==> src/rtl/decode_arb_pkg.sv <==
// rtl/decode_arb_pkg.sv - shared types and default constants for decode_arb
// Contents: FSM state enum, default parameter values, pointer wrap helper.
package decode_arb_pkg;

    typedef enum logic [1:0] {
        IDLE = 2'd0,
        EVAL = 2'd1,
        HOLD = 2'd2
    } state_e;

    localparam int NREQ_DEF   = 4;
    localparam int IN_W_DEF   = 25;
    localparam int OUT_W_DEF  = 39;
    localparam int SETTLE_DEF = 2;

    // Round-robin successor of index v in a ring of n entries.
    function automatic int wrap_inc(input int v, input int n);
        return (v + 1 >= n) ? 0 : v + 1;
    endfunction

endpackage

==> src/rtl/decode_arb_rr_arbiter.sv <==
// rtl/decode_arb_rr_arbiter.sv - round-robin arbiter, one-hot grant
// Ports:
//   req   - request bits, one per requester
//   ptr   - highest-priority index; search runs ptr, ptr+1, ... wrapping
//   grant - one-hot grant to the first set req bit at or after ptr (zero if none)
module rr_arbiter #(
    parameter int N     = 4,
    parameter int PTR_W = $clog2(N)
) (
    input  logic [N-1:0]     req,
    input  logic [PTR_W-1:0] ptr,
    output logic [N-1:0]     grant
);

    int   idx;
    logic found;

    always_comb begin
        grant = '0;
        found = 1'b0;
        idx   = 0;
        for (int i = 0; i < N; i++) begin
            idx = int'(ptr) + i;
            if (idx >= N) idx = idx - N;
            if (!found && req[idx]) begin
                grant[idx] = 1'b1;
                found      = 1'b1;
            end
        end
    end

endmodule

==> src/rtl/decode_arb.sv <==
// rtl/decode_arb.sv - round-robin sharing of one external combinational decoder
// Optional feature macro: DECODE_ARB_PARITY_EN (adds rsp_par = XOR of rsp_data).
// Ports:
//   clk, rst_n          - clock, asynchronous active-low reset
//   req_valid/req_ready - per-requester handshake, req_vec holds NREQ packed vectors
//   dec_in/dec_out      - registered decoder input, decoder result
//   rsp_valid/rsp_ready - response handshake with rsp_data, rsp_id (and rsp_par)
module decode_arb
    import decode_arb_pkg::*;
#(
    parameter int NREQ   = NREQ_DEF,
    parameter int IN_W   = IN_W_DEF,
    parameter int OUT_W  = OUT_W_DEF,
    parameter int SETTLE = SETTLE_DEF
) (
    input  logic                     clk,
    input  logic                     rst_n,
    input  logic [NREQ-1:0]          req_valid,
    output logic [NREQ-1:0]          req_ready,
    input  logic [NREQ*IN_W-1:0]     req_vec,
    output logic [IN_W-1:0]          dec_in,
    input  logic [OUT_W-1:0]         dec_out,
    output logic                     rsp_valid,
    input  logic                     rsp_ready,
    output logic [OUT_W-1:0]         rsp_data,
`ifdef DECODE_ARB_PARITY_EN
    output logic                     rsp_par,
`endif
    output logic [$clog2(NREQ)-1:0]  rsp_id
);

    localparam int ID_W = $clog2(NREQ);

    state_e            state_q, state_d;
    logic              armed_q;
    logic [ID_W-1:0]   rr_ptr_q, rr_ptr_d;
    logic [ID_W-1:0]   rsp_id_q, rsp_id_d;
    logic [3:0]        settle_q, settle_d;
    logic [IN_W-1:0]   dec_in_q, dec_in_d;
    logic [OUT_W-1:0]  rsp_data_q, rsp_data_d;

    logic [ID_W-1:0]   ptr_nxt;
    logic [ID_W-1:0]   arb_ptr;
    logic [ID_W-1:0]   grant_id;
    logic [NREQ-1:0]   grant;
    logic              can_grant;
    logic              req_fire;
    logic              rsp_fire;
    logic              capture;

    // Pointer the arbiter will hold once the current response retires.
    assign ptr_nxt = ID_W'(wrap_inc(int'(rsp_id_q), NREQ));

    // While a response retires in HOLD the next grant is issued in the same
    // cycle, so the arbiter already uses the post-retire pointer there.
    assign arb_ptr = (state_q == HOLD) ? ptr_nxt : rr_ptr_q;

    rr_arbiter #(
        .N     (NREQ),
        .PTR_W (ID_W)
    ) u_rr_arbiter (
        .req   (req_valid),
        .ptr   (arb_ptr),
        .grant (grant)
    );

    // armed_q keeps req_ready low until the first edge after reset release.
    assign can_grant = armed_q &&
                       ((state_q == IDLE) || ((state_q == HOLD) && rsp_ready));
    assign req_ready = can_grant ? grant : '0;
    assign req_fire  = |(req_valid & req_ready);
    assign rsp_valid = (state_q == HOLD);
    assign rsp_fire  = rsp_valid && rsp_ready;
    assign capture   = (state_q == EVAL) && (settle_q == 4'd0);

    always_comb begin
        grant_id = '0;
        for (int i = 0; i < NREQ; i++) begin
            if (grant[i]) grant_id = ID_W'(i);
        end
    end

    always_comb begin
        state_d    = state_q;
        rr_ptr_d   = rr_ptr_q;
        rsp_id_d   = rsp_id_q;
        settle_d   = settle_q;
        dec_in_d   = dec_in_q;
        rsp_data_d = rsp_data_q;
        case (state_q)
            IDLE: ;
            EVAL: begin
                if (settle_q == 4'd0) begin
                    rsp_data_d = dec_out;
                    state_d    = HOLD;
                end else begin
                    settle_d = settle_q - 4'd1;
                end
            end
            HOLD: begin
                if (rsp_fire) begin
                    rr_ptr_d = ptr_nxt;
                    state_d  = IDLE;
                end
            end
            default: state_d = IDLE;
        endcase
        // req_fire is only possible in IDLE or in a retiring HOLD.
        if (req_fire) begin
            dec_in_d = req_vec[grant_id*IN_W +: IN_W];
            rsp_id_d = grant_id;
            settle_d = 4'(SETTLE - 1);
            state_d  = EVAL;
        end
    end

    always_ff @(posedge clk or negedge rst_n) begin
        if (!rst_n) begin
            state_q    <= IDLE;
            armed_q    <= 1'b0;
            rr_ptr_q   <= '0;
            rsp_id_q   <= '0;
            settle_q   <= '0;
            dec_in_q   <= '0;
            rsp_data_q <= '0;
        end else begin
            state_q    <= state_d;
            armed_q    <= 1'b1;
            rr_ptr_q   <= rr_ptr_d;
            rsp_id_q   <= rsp_id_d;
            settle_q   <= settle_d;
            dec_in_q   <= dec_in_d;
            rsp_data_q <= rsp_data_d;
        end
    end

    assign dec_in   = dec_in_q;
    assign rsp_data = rsp_data_q;
    assign rsp_id   = rsp_id_q;

`ifdef DECODE_ARB_PARITY_EN
    logic rsp_par_q;

    always_ff @(posedge clk or negedge rst_n) begin
        if (!rst_n) begin
            rsp_par_q <= 1'b0;
        end else if (capture) begin
            rsp_par_q <= ^dec_out;
        end
    end

    assign rsp_par = rsp_par_q;
`endif

endmodule
==> config.mk <==
export PLATFORM = sky130hd
export DESIGN_NAME = decode_arb
export DESIGN_NICKNAME = d
export VERILOG_FILES = /design/src/rtl/decode_arb_pkg.sv /design/src/rtl/decode_arb_rr_arbiter.sv /design/src/rtl/decode_arb.sv
export SDC_FILE = /design/constraint.sdc
export NUM_CORES = 1
export LEC_CHECK = 0
export BUFFER_PORTS_ARGS = -buffer_cell sky130_fd_sc_hd__buf_2
export CAP_MARGIN = 30
export CORE_UTILIZATION = 49
export DETAILED_ROUTE_END_ITERATION = 10
export PLACE_DENSITY = 0.95
export SLEW_MARGIN = 20
export SYNTH_ARGS = -nofsm -noshare
export SYNTH_HDL_FRONTEND = slang
export SYNTH_SLANG_ARGS = --single-unit
==> constraint.sdc <==
create_clock -name clk -period 9.8 [get_ports clk]
set_input_delay 1.96 -clock clk [delete_from_list [all_inputs] [get_ports clk]]
set_output_delay 1.96 -clock clk [all_outputs]
set_load 0.05 [all_outputs]
Word-level counts from Yosys, hierarchy flattened
Index checks and enable logic that the tools add are counted.
Widths: inputs -> output; s select.
{"block": "op_classes", "addsub": 9, "mul": 1, "n_lt_le_gt_ge": 13, "eq_ne": 6, "shifts": 1, "mux": 44, "bitwise": 4, "n_reduce_logical": 21}
{"cell": "$ge 32x1->1 const B", "count": 4}
{"cell": "$lt 32x4->1 const B", "count": 4}
{"cell": "$mux 32", "count": 4}
{"cell": "$shiftx 100x8->25", "count": 1}
{"cell": "$ge 32x4->1 const B", "count": 3}
{"cell": "$sub 32x4->32 const B", "count": 3}
{"cell": "$mux 4", "count": 8}
{"cell": "$mux 1", "count": 16}
{"cell": "$mux 2", "count": 7}
{"cell": "$or 4x4->4", "count": 3}
{"cell": "$logic_and 1x1->1", "count": 9}
{"cell": "$bmux 1 s2", "count": 4}
{"cell": "$demux 1 s2", "count": 4}
{"cell": "$mul 2x5->7 const B", "count": 1}
{"cell": "$add 2x1->3 const B", "count": 2}
{"cell": "$add 2x2->3 const B", "count": 2}
{"cell": "$pmux 2 s3", "count": 1}
{"cell": "$reduce_and 2->1", "count": 3}
{"cell": "$and 4x4->4", "count": 1}
{"cell": "$logic_not 4->1", "count": 1}
{"cell": "$ne 2x2->1 const B", "count": 2}
{"cell": "$reduce_or 4->1", "count": 1}
{"cell": "$sub 2x3->4 const B", "count": 1}
{"cell": "$sub 4x1->4 const B", "count": 1}
{"cell": "other kinds (11)", "count": 13}
{"block": "word_totals", "regBits": 75, "in_bits": 146, "out_inout_bits": 71, "elab_cells": 106}

Logic depth before layout (Yosys ltp)
{"block": "logic_depth", "depth_word": 24, "depth_mapped": 14, "ltp_nobuf": 11}

By module
A second synthesis with hierarchy kept.
{"block": "hier_totals", "cells_unflattened": 353, "hier_area_um2": 4301.6}
{"mod": "decode_arb", "n_inst": 1, "cells_each": 315, "area_per_inst_um2": 3943.8, "seq_area_each_um2": 1876.8}
{"mod": "rr_arbiter", "n_inst": 1, "cells_each": 38, "area_per_inst_um2": 357.8, "seq_area_each_um2": 0.0}

Worst setup path after synthesis
Ideal clock, no wire load.
{"block": "synth_path", "kind": "input -> output", "start": "input port req_valid[3]", "end": "output port req_ready[3]", "arrival_time_ns": 4.093, "t_required_ns": 7.840, "setup_slack_ns": 3.747, "path_stages": 7, "n_path_buf": 2, "path_cell_list": "mux4_2 a21oi_1 and2_1 a221o_1 buf_2 buf_1 nor2b_1"}
{"block": "synth_between", "elab_chain_cells": 14, "elab_cells_between_ends": 29, "cone_classes": "20 x mux; 3 x bitwise; 6 x reduce/logical"}
{"element": "start, declared", "line_no": "decode_arb.sv:18", "text": "input logic [NREQ-1:0] req_valid,"}
{"element": "$bmux 1 s2", "line_no": "decode_arb_rr_arbiter.sv:25", "text": "if (!found && req[idx]) begin"}
{"element": "$mux 1 (not written as such) (2 in a row)", "line_no": "decode_arb_rr_arbiter.sv:25"}
{"element": "$mux 1", "line_no": "decode_arb_rr_arbiter.sv:25"}
{"element": "$logic_not 1->1", "line_no": "decode_arb_rr_arbiter.sv:25"}
{"element": "$logic_and 1x1->1", "line_no": "decode_arb_rr_arbiter.sv:25"}
{"element": "$mux 1", "line_no": "decode_arb_rr_arbiter.sv:25"}
{"element": "$logic_not 1->1", "line_no": "decode_arb_rr_arbiter.sv:25"}
{"element": "$logic_and 1x1->1", "line_no": "decode_arb_rr_arbiter.sv:25"}
{"element": "$mux 1", "line_no": "decode_arb_rr_arbiter.sv:25"}
{"element": "$logic_not 1->1", "line_no": "decode_arb_rr_arbiter.sv:25"}
{"element": "$logic_and 1x1->1", "line_no": "decode_arb_rr_arbiter.sv:25"}
{"element": "$mux 4 (*)", "line_no": "decode_arb_rr_arbiter.sv:25"}
{"element": "$mux 4 (*)", "line_no": "decode_arb.sv:70", "text": "assign req_ready = can_grant ? grant : '0;"}
{"element": "end, declared", "line_no": "decode_arb.sv:19", "text": "output logic [NREQ-1:0] req_ready,"}
Mark *: on every way between the ends. The rest lies on a longest branch, timed or not. The select of a mux whose other input is x is not followed.

Final worst setup path
{"block": "layout_path", "start": "input port req_valid[0]", "end": "output port req_ready[3]"}
The elaborated chain is that of the path after synthesis.

==> impl_metrics.tcl <==
set metrics [dict create \
    port_buffers 216 \
    post-place-ws_ns 3.52 \
    setup_ws_ns 4.01 \
    clk_path_buf_depth 2 \
    cp_cell_sequence "buf_2 > inv_1 > o211ai_1 > a21oi_1 > and2_1 > a221o_2 > nor2b_1 > buf_2" \
    hold_buffers 0 \
    grt_pass1_vias 3637 \
    setup_viol 0 \
    worst_pin_slew_ns 0.892 \
    n_fill_cell 559 \
    clock_skew_ns 0.00904 \
    dp_hpwl_um 8470 \
    clock_latency_ns 0.34 \
    drv_slew 0 \
    finalHoldViolations 0 \
    antenna_found_initial 0 \
    drv_cap 0 \
    placedInstanceArea_um2 5230 \
    synth_edf_count 0 \
    fin_crit_sh_pct 59.1 \
    grt_usage_pct 25.4 \
    rows 32 \
    critPathKind "input pin to output port" \
    dr.pass1.iters 5 \
    grt-ovfl-total 0 \
    syn_area_um2 4070 \
    synth_cells 363 \
    seq_area_um2 1880 \
    clk_pin_slew_ns 0.07 \
    whs_ns 0.492 \
    avgSynthCellArea_um2 11.2 \
    n_antenna_cell 0 \
    initial_core_util_pct 51.6 \
    period_minus_slack_ns 5.79 \
    chipHeight_um 93.2 \
    fin_area_um2 5530 \
    synth.distinct_cells 48 \
    drive_gt1_share_pct 51.0 \
    ctsHtreeMaxLevel 3 \
    grt_pass1_wl_um 17000 \
    worstPathArrival_ns 3.83 \
    clock-sinks 75 \
    routed-via-count 3821 \
    synth_nets 520 \
    ctsRootBufferMaster "clkbuf_8" \
    gp_congestion 0.896 \
    tns_ns 0 \
    dieArea_um2 8680 \
    drc 0 \
    synth_seq_cells 75 \
    grt_setup_unrepaired "false" \
    postCtsSetupBuffers 0 \
    drt-initial-drc-count 219 \
    cts_tree "yes" \
    worst-path-buf-inv 3 \
    syn_to_final_growth_pct 35.9 \
    cts_made_buffers 9 \
    io_pins 217 \
    synth-seq-area-share_pct 46.1 \
    critical_path.slowest_cell "a221o_2" \
    cts_resized 0 \
    core_area_um2 7890 \
    layout.nets 731 \
    max_stage_delay_ns 0.45 \
    synthFlopType "dfrtp_1" \
    hp-class "register to register" \
    status "complete, no violations" \
    maxSlewHeadroom_pct 40.5 \
    ys_async_sr_fraction_pct 100 \
    crit_fanout 8 \
    ant_nets 0 \
    yosys_warnings 0 \
    viasPerCell 5.62 \
    critical-path-top-delay-family "compound AO/OA/AOI/OAI gates" \
    cp.required_ns 7.84 \
    clock.fmax_ghz 0.173 \
    grt_max_degree 76 \
    crit_top_cell "buf_2" \
    startpoint_type "input pin" \
    multi_input_area_um2 1960 \
    finalWirelength_um 11300 \
    post_drt_wl_per_cell_um 16.6 \
    die_x_um 93.2 \
    crit_path_end_kind "output port" \
]
[final cells by class]
| class | instances | share of cell area [%] |
|---|---|---|
| repair buffers | 222 | 21.5 |
| flip-flops and latches | 75 | 33.9 |
| clock buffers | 9 | 2.24 |
| clock inverters | 6 | 2.06 |
| inverters | 37 | 2.51 |
| well taps | 102 | 2.31 |
| multi-input cells | 229 | 35.5 |
[routing by layer]
metal	up-vias	part of all wire [%]	GRT usage, %
met3	38	7.9	5.77
met2	239	49	44.9
met1	1803	39	29.4
met4	0	3.6	11.0
met5	-	0	0
li1	1741	-	-
[cell families after synthesis]
family | after synthesis | share of synthesized area [%]
muxes | 72 | 21.0
DFF | 75 | 46.1
other | 1 | 0.0921
and+or+nand+nor | 70 | 8.48
xor gates and xnor gates | 2 | 0.430
buffers and inverters | 59 | 6.24
adders and majority gates | 11 | 3.38
AOI/OAI and AO/OA | 73 | 14.3
[Yosys cell counts (4+ instances only)]
library cell  instances  area share, %
clkbuf_1              8           0.74
mux2_1               20            5.5
nor2_1               11            1.0
o221ai_1             25            5.4
buf_2                 5           0.61
buf_1                 5           0.46
nand2_1              32            2.9
inv_1                37            3.4
a22oi_1              25            4.6
ha_1                 11            3.4
mux2_2               46             13
o211ai_1              5           0.92
a21oi_1               5           0.61
dfrtp_1              75             46
nand4_1               4           0.61
[worst paths after layout]
| check | start | endpoint | slack (ns) | depth (start not counted) |
|---|---|---|---|---|
| max | req_valid[0] | req_ready[3] | 4.01 | 8 |
| min | dec_in[6] | dec_in[6] | 0.49 | 1 |
| max reg2reg | state_q[1] | dec_in[16] | 5.03 | 11 |
| min reg2reg | dec_in[6] | dec_in[6] | 0.49 | 1 |
| max in group asynchronous | rst_n | rsp_data[10] | 7.79 | 2 |
| min in group asynchronous | rst_n | rsp_data[4] | 1.46 | 1 |
[worst reg2reg max path, delay by kind of cell, from the launching register on]
kind / cells / cell delay [ns]
buffers and inverters: 1 / 0.23
flip-flops: 1 / 0.44
AO/OA/AOI/OAI: 3 / 1.25
multiplexers: 3 / 1.17
adder cells (fa/ha/maj): 1 / 0.36
AND/OR/NAND/NOR: 3 / 1.20
[metrics by stage]
stage | std cells | utilization [%]
after floorplan | 363 | -
after global placement | 661 | 66.0
after detailed placement | 662 | 66.3
after CTS | 677 | 69.4
after global routing | 680 | 70.1
final | 680 | 70.1
[placed cells by master, fill, tap and decap left out, types with 2 or more instances in the layout]
| cell type | netlist | final |
|---|---|---|
| ha_1 | 11 | 11 |
| buf_4 | 1 | 3 |
| and3_1 | 2 | 2 |
| nand2_1 | 32 | 32 |
| a21oi_1 | 5 | 5 |
| clkbuf_8 | 0 | 9 |
| dfrtp_1 | 75 | 75 |
| mux2i_1 | 2 | 2 |
| inv_1 | 37 | 37 |
| nor2b_1 | 2 | 2 |
| a31oi_1 | 2 | 2 |
| clkinvlp_4 | 0 | 2 |
| or2_2 | 2 | 2 |
| nand4_1 | 4 | 4 |
| o211ai_1 | 5 | 5 |
| nor3_1 | 2 | 2 |
| and2_1 | 3 | 3 |
| o21a_1 | 2 | 2 |
| mux4_2 | 3 | 3 |
| buf_16 | 0 | 2 |
| a22oi_1 | 25 | 25 |
| nor3b_1 | 2 | 2 |
| nand3b_1 | 3 | 3 |
| nor2_1 | 11 | 11 |
| mux2_1 | 20 | 20 |
| bufinv_16 | 0 | 3 |
| mux2_2 | 46 | 46 |
| o221ai_1 | 25 | 25 |
| buf_2 | 5 | 215 |
[sequential cells by signal, indices dropped and copies added, names as in the netlist]
name,cells
rsp_data,39
dec_in,25
settle_q,4
rr_ptr_q,2
rsp_id,2
state_q,2
armed_q,1
Power is not shown: default switching activity piles up to over one toggle a cycle in this logic, so the estimate is an artifact.
